===== src/rtl/reset_button_hold_detect.sv =====
// Front-panel reset-button front end: a 2-FF synchroniser, a debouncer and a hold timer.
// A press held long enough gives one fixed-width active-low reset pulse.
// A press released earlier gives a one-cycle short-press strobe.
// FM_PS_EN is compared with `PwrSW_On. A board-level define can override it before this file.

`ifndef PwrSW_On
`define PwrSW_On 1'b1
`endif

module reset_button_hold_detect #(
    parameter int DEBOUNCE_CNT = 1024,
    parameter int HOLD_CNT     = 131072,
    parameter int PULSE_CNT    = 3277
) (
    input  logic CLK32KHz,
    input  logic ResetI,
    input  logic RstBtnN_i,
    input  logic FM_PS_EN,
    output logic ResetOut_ox,
    output logic BtnPressed_o,
    output logic ShortPress_o,
    output logic HoldActive_o
);

    localparam int DB_W    = $clog2(DEBOUNCE_CNT) + 1;
    localparam int HOLD_W  = $clog2(HOLD_CNT) + 1;
    localparam int PULSE_W = $clog2(PULSE_CNT) + 1;

    localparam logic [DB_W-1:0]    DB_LAST    = DB_W'(DEBOUNCE_CNT - 1);
    localparam logic [HOLD_W-1:0]  HOLD_LAST  = HOLD_W'(HOLD_CNT - 1);
    localparam logic [PULSE_W-1:0] PULSE_LAST = PULSE_W'(PULSE_CNT - 1);

    typedef enum logic [1:0] {
        IDLE     = 2'd0,
        HOLD     = 2'd1,
        ASSERT   = 2'd2,
        WAIT_REL = 2'd3
    } state_t;

    logic               sync_meta;
    logic               sync_n;
    logic [DB_W-1:0]    db_cnt;
    logic [HOLD_W-1:0]  hold_cnt;
    logic [PULSE_W-1:0] pulse_cnt;
    logic               need_release;
    logic               power_on;
    state_t             state;

    assign power_on = (FM_PS_EN == `PwrSW_On);

    // Two-stage synchroniser for the raw button. It resets to the released level.
    always_ff @(posedge CLK32KHz or posedge ResetI) begin
        if (ResetI) begin
            sync_meta <= 1'b1;
            sync_n    <= 1'b1;
        end else begin
            sync_meta <= RstBtnN_i;
            sync_n    <= sync_meta;
        end
    end

    // Debouncer: the level must differ from the accepted level for DEBOUNCE_CNT straight ticks.
    always_ff @(posedge CLK32KHz or posedge ResetI) begin
        if (ResetI) begin
            db_cnt       <= '0;
            BtnPressed_o <= 1'b0;
        end else if (~sync_n == BtnPressed_o) begin
            db_cnt <= '0;
        end else if (db_cnt == DB_LAST) begin
            BtnPressed_o <= ~sync_n;
            db_cnt       <= '0;
        end else begin
            db_cnt <= db_cnt + DB_W'(1);
        end
    end

    // Hold-timer FSM with registered outputs.
    // When transitions coincide, power-off wins over release, and release wins over hold expiry.
    always_ff @(posedge CLK32KHz or posedge ResetI) begin
        if (ResetI) begin
            state        <= IDLE;
            hold_cnt     <= '0;
            pulse_cnt    <= '0;
            need_release <= 1'b0;
            ResetOut_ox  <= 1'b1;
            ShortPress_o <= 1'b0;
            HoldActive_o <= 1'b0;
        end else begin
            ShortPress_o <= 1'b0;
            if (!power_on) begin
                // A button still pressed across a power cycle must be released before it can re-arm.
                state        <= IDLE;
                hold_cnt     <= '0;
                pulse_cnt    <= '0;
                need_release <= BtnPressed_o;
                ResetOut_ox  <= 1'b1;
                HoldActive_o <= 1'b0;
            end else begin
                case (state)
                    IDLE: begin
                        ResetOut_ox  <= 1'b1;
                        HoldActive_o <= 1'b0;
                        if (!BtnPressed_o) begin
                            need_release <= 1'b0;
                        end else if (!need_release) begin
                            state        <= HOLD;
                            hold_cnt     <= '0;
                            HoldActive_o <= 1'b1;
                        end
                    end
                    HOLD: begin
                        if (!BtnPressed_o) begin
                            state        <= IDLE;
                            hold_cnt     <= '0;
                            ShortPress_o <= 1'b1;
                            HoldActive_o <= 1'b0;
                        end else if (hold_cnt == HOLD_LAST) begin
                            state        <= ASSERT;
                            hold_cnt     <= '0;
                            pulse_cnt    <= '0;
                            ResetOut_ox  <= 1'b0;
                            HoldActive_o <= 1'b0;
                        end else begin
                            hold_cnt <= hold_cnt + HOLD_W'(1);
                        end
                    end
                    ASSERT: begin
                        // The pulse always runs to full width, even if the button is released.
                        if (pulse_cnt == PULSE_LAST) begin
                            state       <= WAIT_REL;
                            pulse_cnt   <= '0;
                            ResetOut_ox <= 1'b1;
                        end else begin
                            pulse_cnt <= pulse_cnt + PULSE_W'(1);
                        end
                    end
                    WAIT_REL: begin
                        ResetOut_ox <= 1'b1;
                        if (!BtnPressed_o) begin
                            state <= IDLE;
                        end
                    end
                    default: begin
                        state <= IDLE;
                    end
                endcase
            end
        end
    end

endmodule


===== config.mk =====
export PLATFORM = sky130hd
export DESIGN_NAME = reset_button_hold_detect
export DESIGN_NICKNAME = d
export VERILOG_FILES = /design/src/rtl/reset_button_hold_detect.sv
export SDC_FILE = /design/constraint.sdc
export NUM_CORES = 1
export LEC_CHECK = 0
export BUFFER_PORTS_ARGS = -buffer_cell sky130_fd_sc_hd__buf_2
export CAP_MARGIN = 5
export CORE_MARGIN = 5
export CORE_UTILIZATION = 55
export DETAILED_ROUTE_END_ITERATION = 8
export PLACE_DENSITY = 0.79
export SYNTH_ARGS = -nofsm -noshare
export SYNTH_HDL_FRONTEND = slang
export SYNTH_SLANG_ARGS = --single-unit

===== constraint.sdc =====
create_clock -name CLK32KHz -period 2.5 [get_ports CLK32KHz]
set_clock_uncertainty 0.15 [all_clocks]
set_input_delay 0.125 -clock CLK32KHz [delete_from_list [all_inputs] [get_ports CLK32KHz]]
set_output_delay 0.125 -clock CLK32KHz [all_outputs]
set_load 0.1 [all_outputs]

==> flow_summary.toml, run 1 <==
[logic_synthesis]
netlist_area_mm2 = 0.00262
ys_types = 44
synth_edf_count = 0
synth-main-ff-cell = "dfrtp_1"
syn_avg_cell_area_um2 = 9.22
yosysSeqAreaShare = 0.489
syn_inst = 284
yosysWarnings = 0
ys_ff_latch = 51
synth_fp_nets = 292
synthArstFlopShare = 1.00

[final_layout]
num-fill-cells = 390
fin_util = 0.619
nets = 311
final_layout_size_suffix_gt1_frac = 0.125
n_antenna_cell = 0
fin_area_mm2 = 0.00289
area_growth_pct = 10.2

[cts]
clockRootBuffer = "clkbuf_8"
tritoncts = "done"
cts.path.max_buffers = 2
ctsHtreeMaxLevel = 2
clkTransAtPathRegs_ps = 100
clock_sinks = 51
cts_buffers = 5
clkLatencyLatePin_ps = 310
cts_resized = 0

[timing]
clock.fmax_ghz = 0.440
fin_crit_ps = 2270
finalHoldViolCount = 0
final.period_utilization = 0.909
slew_violations = 0
worst_pin_slew_ps = 945
rsz0062_at_grt = "no"
setup_viol = 0
setup_ws_ps = 228
tns_ps = 0
slew_headroom = 0.366

[power]
max-vdd-ir-drop_v = 0.000312
power.density_mw_per_mm2 = 480
p_clk_frac = 0.362
sw_frac_of_total = 0.226
combPwrFrac = 0.034
leakage_nw = 1.24
pwr-share-seq = 0.603
power.internal_mw = 1.07
p_sw_uw = 313

[grt]
grt_use_total = 0.185
grt_max_degree = 24
grt_pass1_vias = 2006
antenna_found_initial = 0
grt-ovfl-total = 0
grt_pass1_wl_mm = 9.22

[die]
dieWidth_um = 79.0
fp.dieH_um = 79.0
boundaryPins = 8
dieArea_mm2 = 0.00624
core_area_mm2 = 0.00466
rows = 25
start_util = 0.562

[min_path]
min_delay_worst_endpoint = "state[1]"
hold_start = "FM_PS_EN"
hp-class = "input pin to flop"
hold_depth = 2

[critical_path]
ff2ff_setup_slack_ps = 230
worst_setup_path_end_kind = "flop"
timing.rr.end = "pulse_cnt[12]"
critPathMaxStageDelay_ps = 460
path_buf_inv = 2
rr_worst_depth = 8
critical_path_arrival_ps = 2300
r2r-start = "pulse_cnt[0]"
worstSetupStartpointType = "flop"
crit_family = "compound AO/OA/AOI/OAI gates"
worstPathMaxFanout = 9
crit_type = "flop to flop"
slowest_stage = "or4b_4"
cp_data_required_time_ps = 2530
crit_chain = "inv_1, ha_1, or4b_4, o31ai_4, buf_4, a31oi_1, o21ai_0, o41ai_1"

[place]
dpl.hpwl_mm = 3.59
io_buffers = 7
pre_cts_ws_ps = 260
place_area_mm2 = 0.00277
gp_congestion = 0.896

[status]
status = "finished, final reports clean"

[drt]
vias = 2145
avgViaCountPerCell = 5.99
dr.pass1.iters = 5
wl_per_cell_um = 14.3
drt-total-wl_mm = 5.11
dr.first_iter.drc_count = 211
antenna_left = 0
drc = 0

[job]
max_cap_violations = 0
==> cell usage in the layout, fill, tap and decap left out, types with 2 or more instances in the layout <==
cell           count
or3_1              4
nand3b_1           4
a31oi_1            4
nand4_1            7
o311ai_0           3
o21ai_0           27
ha_1               4
inv_2              2
buf_2              7
buf_4             13
a21oi_1           10
a22o_1             4
nand4b_1           2
o41ai_1            4
dlygate4sd3_1      2
o31ai_1            4
and3_1             9
clkbuf_8           6
a221o_1            2
dfrtp_1           48
nand3_1           26
nor2_1            25
dfstp_2            3
nor3_1             5
inv_1             10
xor2_1             8
nor3b_1            2
xnor2_1            6
nand2_1           35
==> repair_timing <==
action / 4_1_cts / 5_1_grt
hold buffers: 2 / 0
endpoints found under the hold margin: 21 / 0
setup buffers: 0 / 0
==> cells by family (layout without fill, tap and decap cells) <==
logic type,Yosys count,count (layout),share of synthesized area
AO/OA/AOI/OAI,63,63,0.155
buffers and inverters,22,42,0.0368
adder cells (fa/ha/maj),4,4,0.0191
AND/OR/NAND/NOR,130,130,0.253
XOR/XNOR,14,14,0.0468
flip-flops,51,51,0.489
==> synthesized netlist by cell type, types with 5 or more instances <==
cell	n	area, µm²
a21oi_1	10	50.1
inv_1	11	41.3
xor2_1	8	70.1
buf_2	5	25.0
nand2_1	35	131
o21ai_0	27	135
dfrtp_1	48	1200
and3_1	9	56.3
nand3_1	26	130
xnor2_1	6	52.6
nand4_1	7	43.8
nor3_1	5	25.0
nor2_1	25	93.8
==> through the flow <==
| stage | cells | hold slack [ps] | power, mW |
|---|---|---|---|
| after global placement | 348 | 12.3 | 0.899 |
| after detailed placement | 348 | 16.7 | 0.899 |
| after global routing | 358 | 26.4 | 1.45 |
| after floorplan | 284 | -20.5 | 0.882 |
| final | 358 | 14.4 | 1.39 |
| after CTS | 358 | 3.61 | 1.40 |
==> worst register-to-register path: stages (launching register included) <==
cell and delay (ps):
dfrtp_1 390, inv_1 60, ha_1 130, or4b_4 460, o31ai_4 410, buf_4 240
a31oi_1 50, o21ai_0 170, o41ai_1 100
==> worst max path at each step <==
stage,startpoint,endpoint,depth (start not counted)
2_1_floorplan,BtnPressed_o,hold_cnt[5],6
3_3_place_gp,hold_cnt[0],hold_cnt[7],6
3_5_place_dp,pulse_cnt[0],pulse_cnt[12],8
4_1_cts,pulse_cnt[0],pulse_cnt[12],8
5_1_grt,BtnPressed_o,hold_cnt[11],6
6_report,pulse_cnt[0],pulse_cnt[12],8
==> cell type report <==
class	instances	area, µm²	share of cell area
Multi-Input combinational cell	211	1240	0.430
Timing Repair Buffer	22	153	0.0529
Clock inverter	2	16.3	0.00564
Inverter	12	45.0	0.0156
Tap cell	54	67.6	0.0234
Clock buffer	6	82.6	0.0286
Sequential cell	51	1280	0.444
==> layer usage <==
layer | vias up | global-route usage | share of wire
met4 | 0 | 0.0653 | 0.011
met1 | 1032 | 0.254 | 0.46
li1 | 1063 | - | -
met5 | - | 0 | 0
met3 | 7 | 0.0351 | 0.031
met2 | 43 | 0.292 | 0.50
==> registers in the layout, summed over array words and instances (netlist names) <==
name and cells:
ShortPress_o 1, ResetOut_ox 1, state 2, sync_n 1, pulse_cnt 13, sync_meta 1
HoldActive_o 1, BtnPressed_o 1, need_release 1, hold_cnt 18, db_cnt 11
==> power groups by stage <==
stage	combinational, mW	clock, mW	sequential [mW]
3_3_place_gp	0.0463	0	0.852
2_1_floorplan	0.0306	0	0.851
3_5_place_dp	0.0472	0	0.852
5_1_grt	0.0573	0.560	0.837
4_1_cts	0.0498	0.518	0.836
6_report	0.0477	0.502	0.836
(Power assumes the default switching activity.)
==> run 2, diff against run 1 <==
CORE_MARGIN = not set   (was 5)
CORE_UTILIZATION = 50   (was 55)
PLACE_DENSITY = 0.73   (was 0.79)
SLEW_MARGIN = 20   (was not set)
==> run 2 against run 1 <==
Compared with the run above:
- power grew 0.23%
- core utilization is 2.6 points lower
- count of clock-buffer cells in the layout decreased by 1
- flip-flop and latch count did not move
- global-route usage up 2.2 points
- final cell count grew 3.4%
- largest cell class unchanged
- register-to-register slack got worse by 60 ps
- combinational power rose by 2%
- worst hold slack gained 6.1 ps
- largest power group unchanged
- die area shrank 11%
- sequential power about the same
- highest routed layer unchanged
==> flow_summary.toml, run 2 (synthesis gave the netlist of run 1 again) <==
[timing]
setup_ws_ps = 165
worst_pin_slew_ps = 637
clock.fmax_ghz = 0.428
slew_headroom = 0.575
whs_ps = 20.4
finalHoldViolCount = 0
slew_violations = 0
setup_viol = 0
final.period_utilization = 0.934
fin_crit_ps = 2340
rsz0062_at_grt = "no"
tns_ps = 0

[critical_path]
critical_path_arrival_ps = 2370
worstSetupStartpointType = "flop"
worst_setup_path_end_kind = "flop"
cp_data_required_time_ps = 2540
crit_type = "flop to flop"
worstPathMaxFanout = 7

[final_layout]
regMostFlops = "hold_cnt"
top_regs = "hold_cnt x18, pulse_cnt x13, db_cnt x11"
layout_commonest_cell = "dfrtp_1"
n_antenna_cell = 0
final_layout_size_suffix_gt1_frac = 0.122
largest_reg_flops = 18
nets = 310
final_cell_mix = "dfrtp_1, nand2_1, o21ai_0"
area_growth_pct = 10.5

[die]
fp.dieH_um = 74.4
rows = 25
start_util = 0.536
dieArea_mm2 = 0.00553
dieWidth_um = 74.4
boundaryPins = 8
core_area_mm2 = 0.00488

[grt]
grt-ovfl-total = 0
grt_use_total = 0.207
antenna_found_initial = 0
grt_pass1_wl_mm = 8.67
grt_pass1_vias = 1954
grt_max_degree = 52

[drt]
drt-total-wl_mm = 5.02
antenna_left = 0
drc = 0
vias = 2083
dr.pass1.iters = 4
avgViaCountPerCell = 5.63
wl_per_cell_um = 13.6
dr.first_iter.drc_count = 168

[power]
power.density_mw_per_mm2 = 480
leakage_nw = 1.24
max-vdd-ir-drop_v = 0.000243

[min_path]
hp-class = "input pin to flop"

[cts]
cts_resized = 0
clkTransAtPathRegs_ps = 100
cts_buffers = 5
cts.path.max_buffers = 2
clock_sinks = 51
clockRootBuffer = "clkbuf_8"
tritoncts = "done"
clkLatencyLatePin_ps = 310
ctsHtreeMaxLevel = 2

[place]
dpl.hpwl_mm = 3.39
io_buffers = 7
gp_congestion = 0.870
pre_cts_ws_ps = 194

[status]
status = "finished, final reports clean"

[job]
max_cap_violations = 0
run 2: cell types whose count changed in the layout (fill, tap and decap cells not counted), sizes merged:
cell and change:
buf -1, clkbuf -1, clkinv +1, clkinvlp -1, inv +1
run 2: layout make-up:
cell class	count	area [µm²]
Inverter	12	45.0
Sequential cell	51	1280
Tap cell	67	83.8
Clock inverter	3	28.8
Clock buffer	5	68.8
Multi-Input combinational cell	211	1240
Fill cell	429	1990
Timing Repair Buffer	21	145
run 2: through the flow:
stage	std cells	util	power, mW	instance area, µm²
after detailed placement	360	0.569	0.900	2780
after CTS	370	0.593	1.42	2890
after global routing	370	0.593	1.46	2890
final	370	0.593	1.39	2890
after global placement	360	0.569	0.899	2780
after floorplan	284	-	0.882	2620
run 2: per-layer routing:
layer	global-route usage	vias up	routed length, µm
met5	0	-	0
met4	0.0734	0	29
met3	0.0569	2	198
met2	0.324	38	2320
met1	0.276	985	2460
li1	-	1058	-
run 2: where the power goes:
| part | internal [mW] | switching [mW] | total, mW |
|---|---|---|---|
| registers | 0.831 | 0.00522 | 0.836 |
| clock network | 0.208 | 0.296 | 0.503 |
| logic | 0.0146 | 0.0339 | 0.0485 |
run 2: path summary, 6_finish.rpt:
check,from,to,slack (ps),cells after the start
setup / recovery,pulse_cnt[1],pulse_cnt[6],160,8
hold / removal,FM_PS_EN,state[1],20,2
setup reg to reg,pulse_cnt[1],pulse_cnt[6],160,8
hold reg to reg,sync_meta,sync_n,200,0
max in group asynchronous,ResetI,state[0],1400,4
min in group asynchronous,ResetI,db_cnt[0],380,4
run 2: what timing repair did:
action                                 CTS  global route
setup buffers                            0             0
hold buffers                             2             0
endpoints found under the hold margin   49             0
run 2: critical path: stages (launching register included):
cell and delay (ps):
dfrtp_1 440, inv_1 80, ha_1 130, or4b_4 470, o31ai_4 400, buf_4 230
nor2_1 50, o21ai_0 160, o41ai_1 110
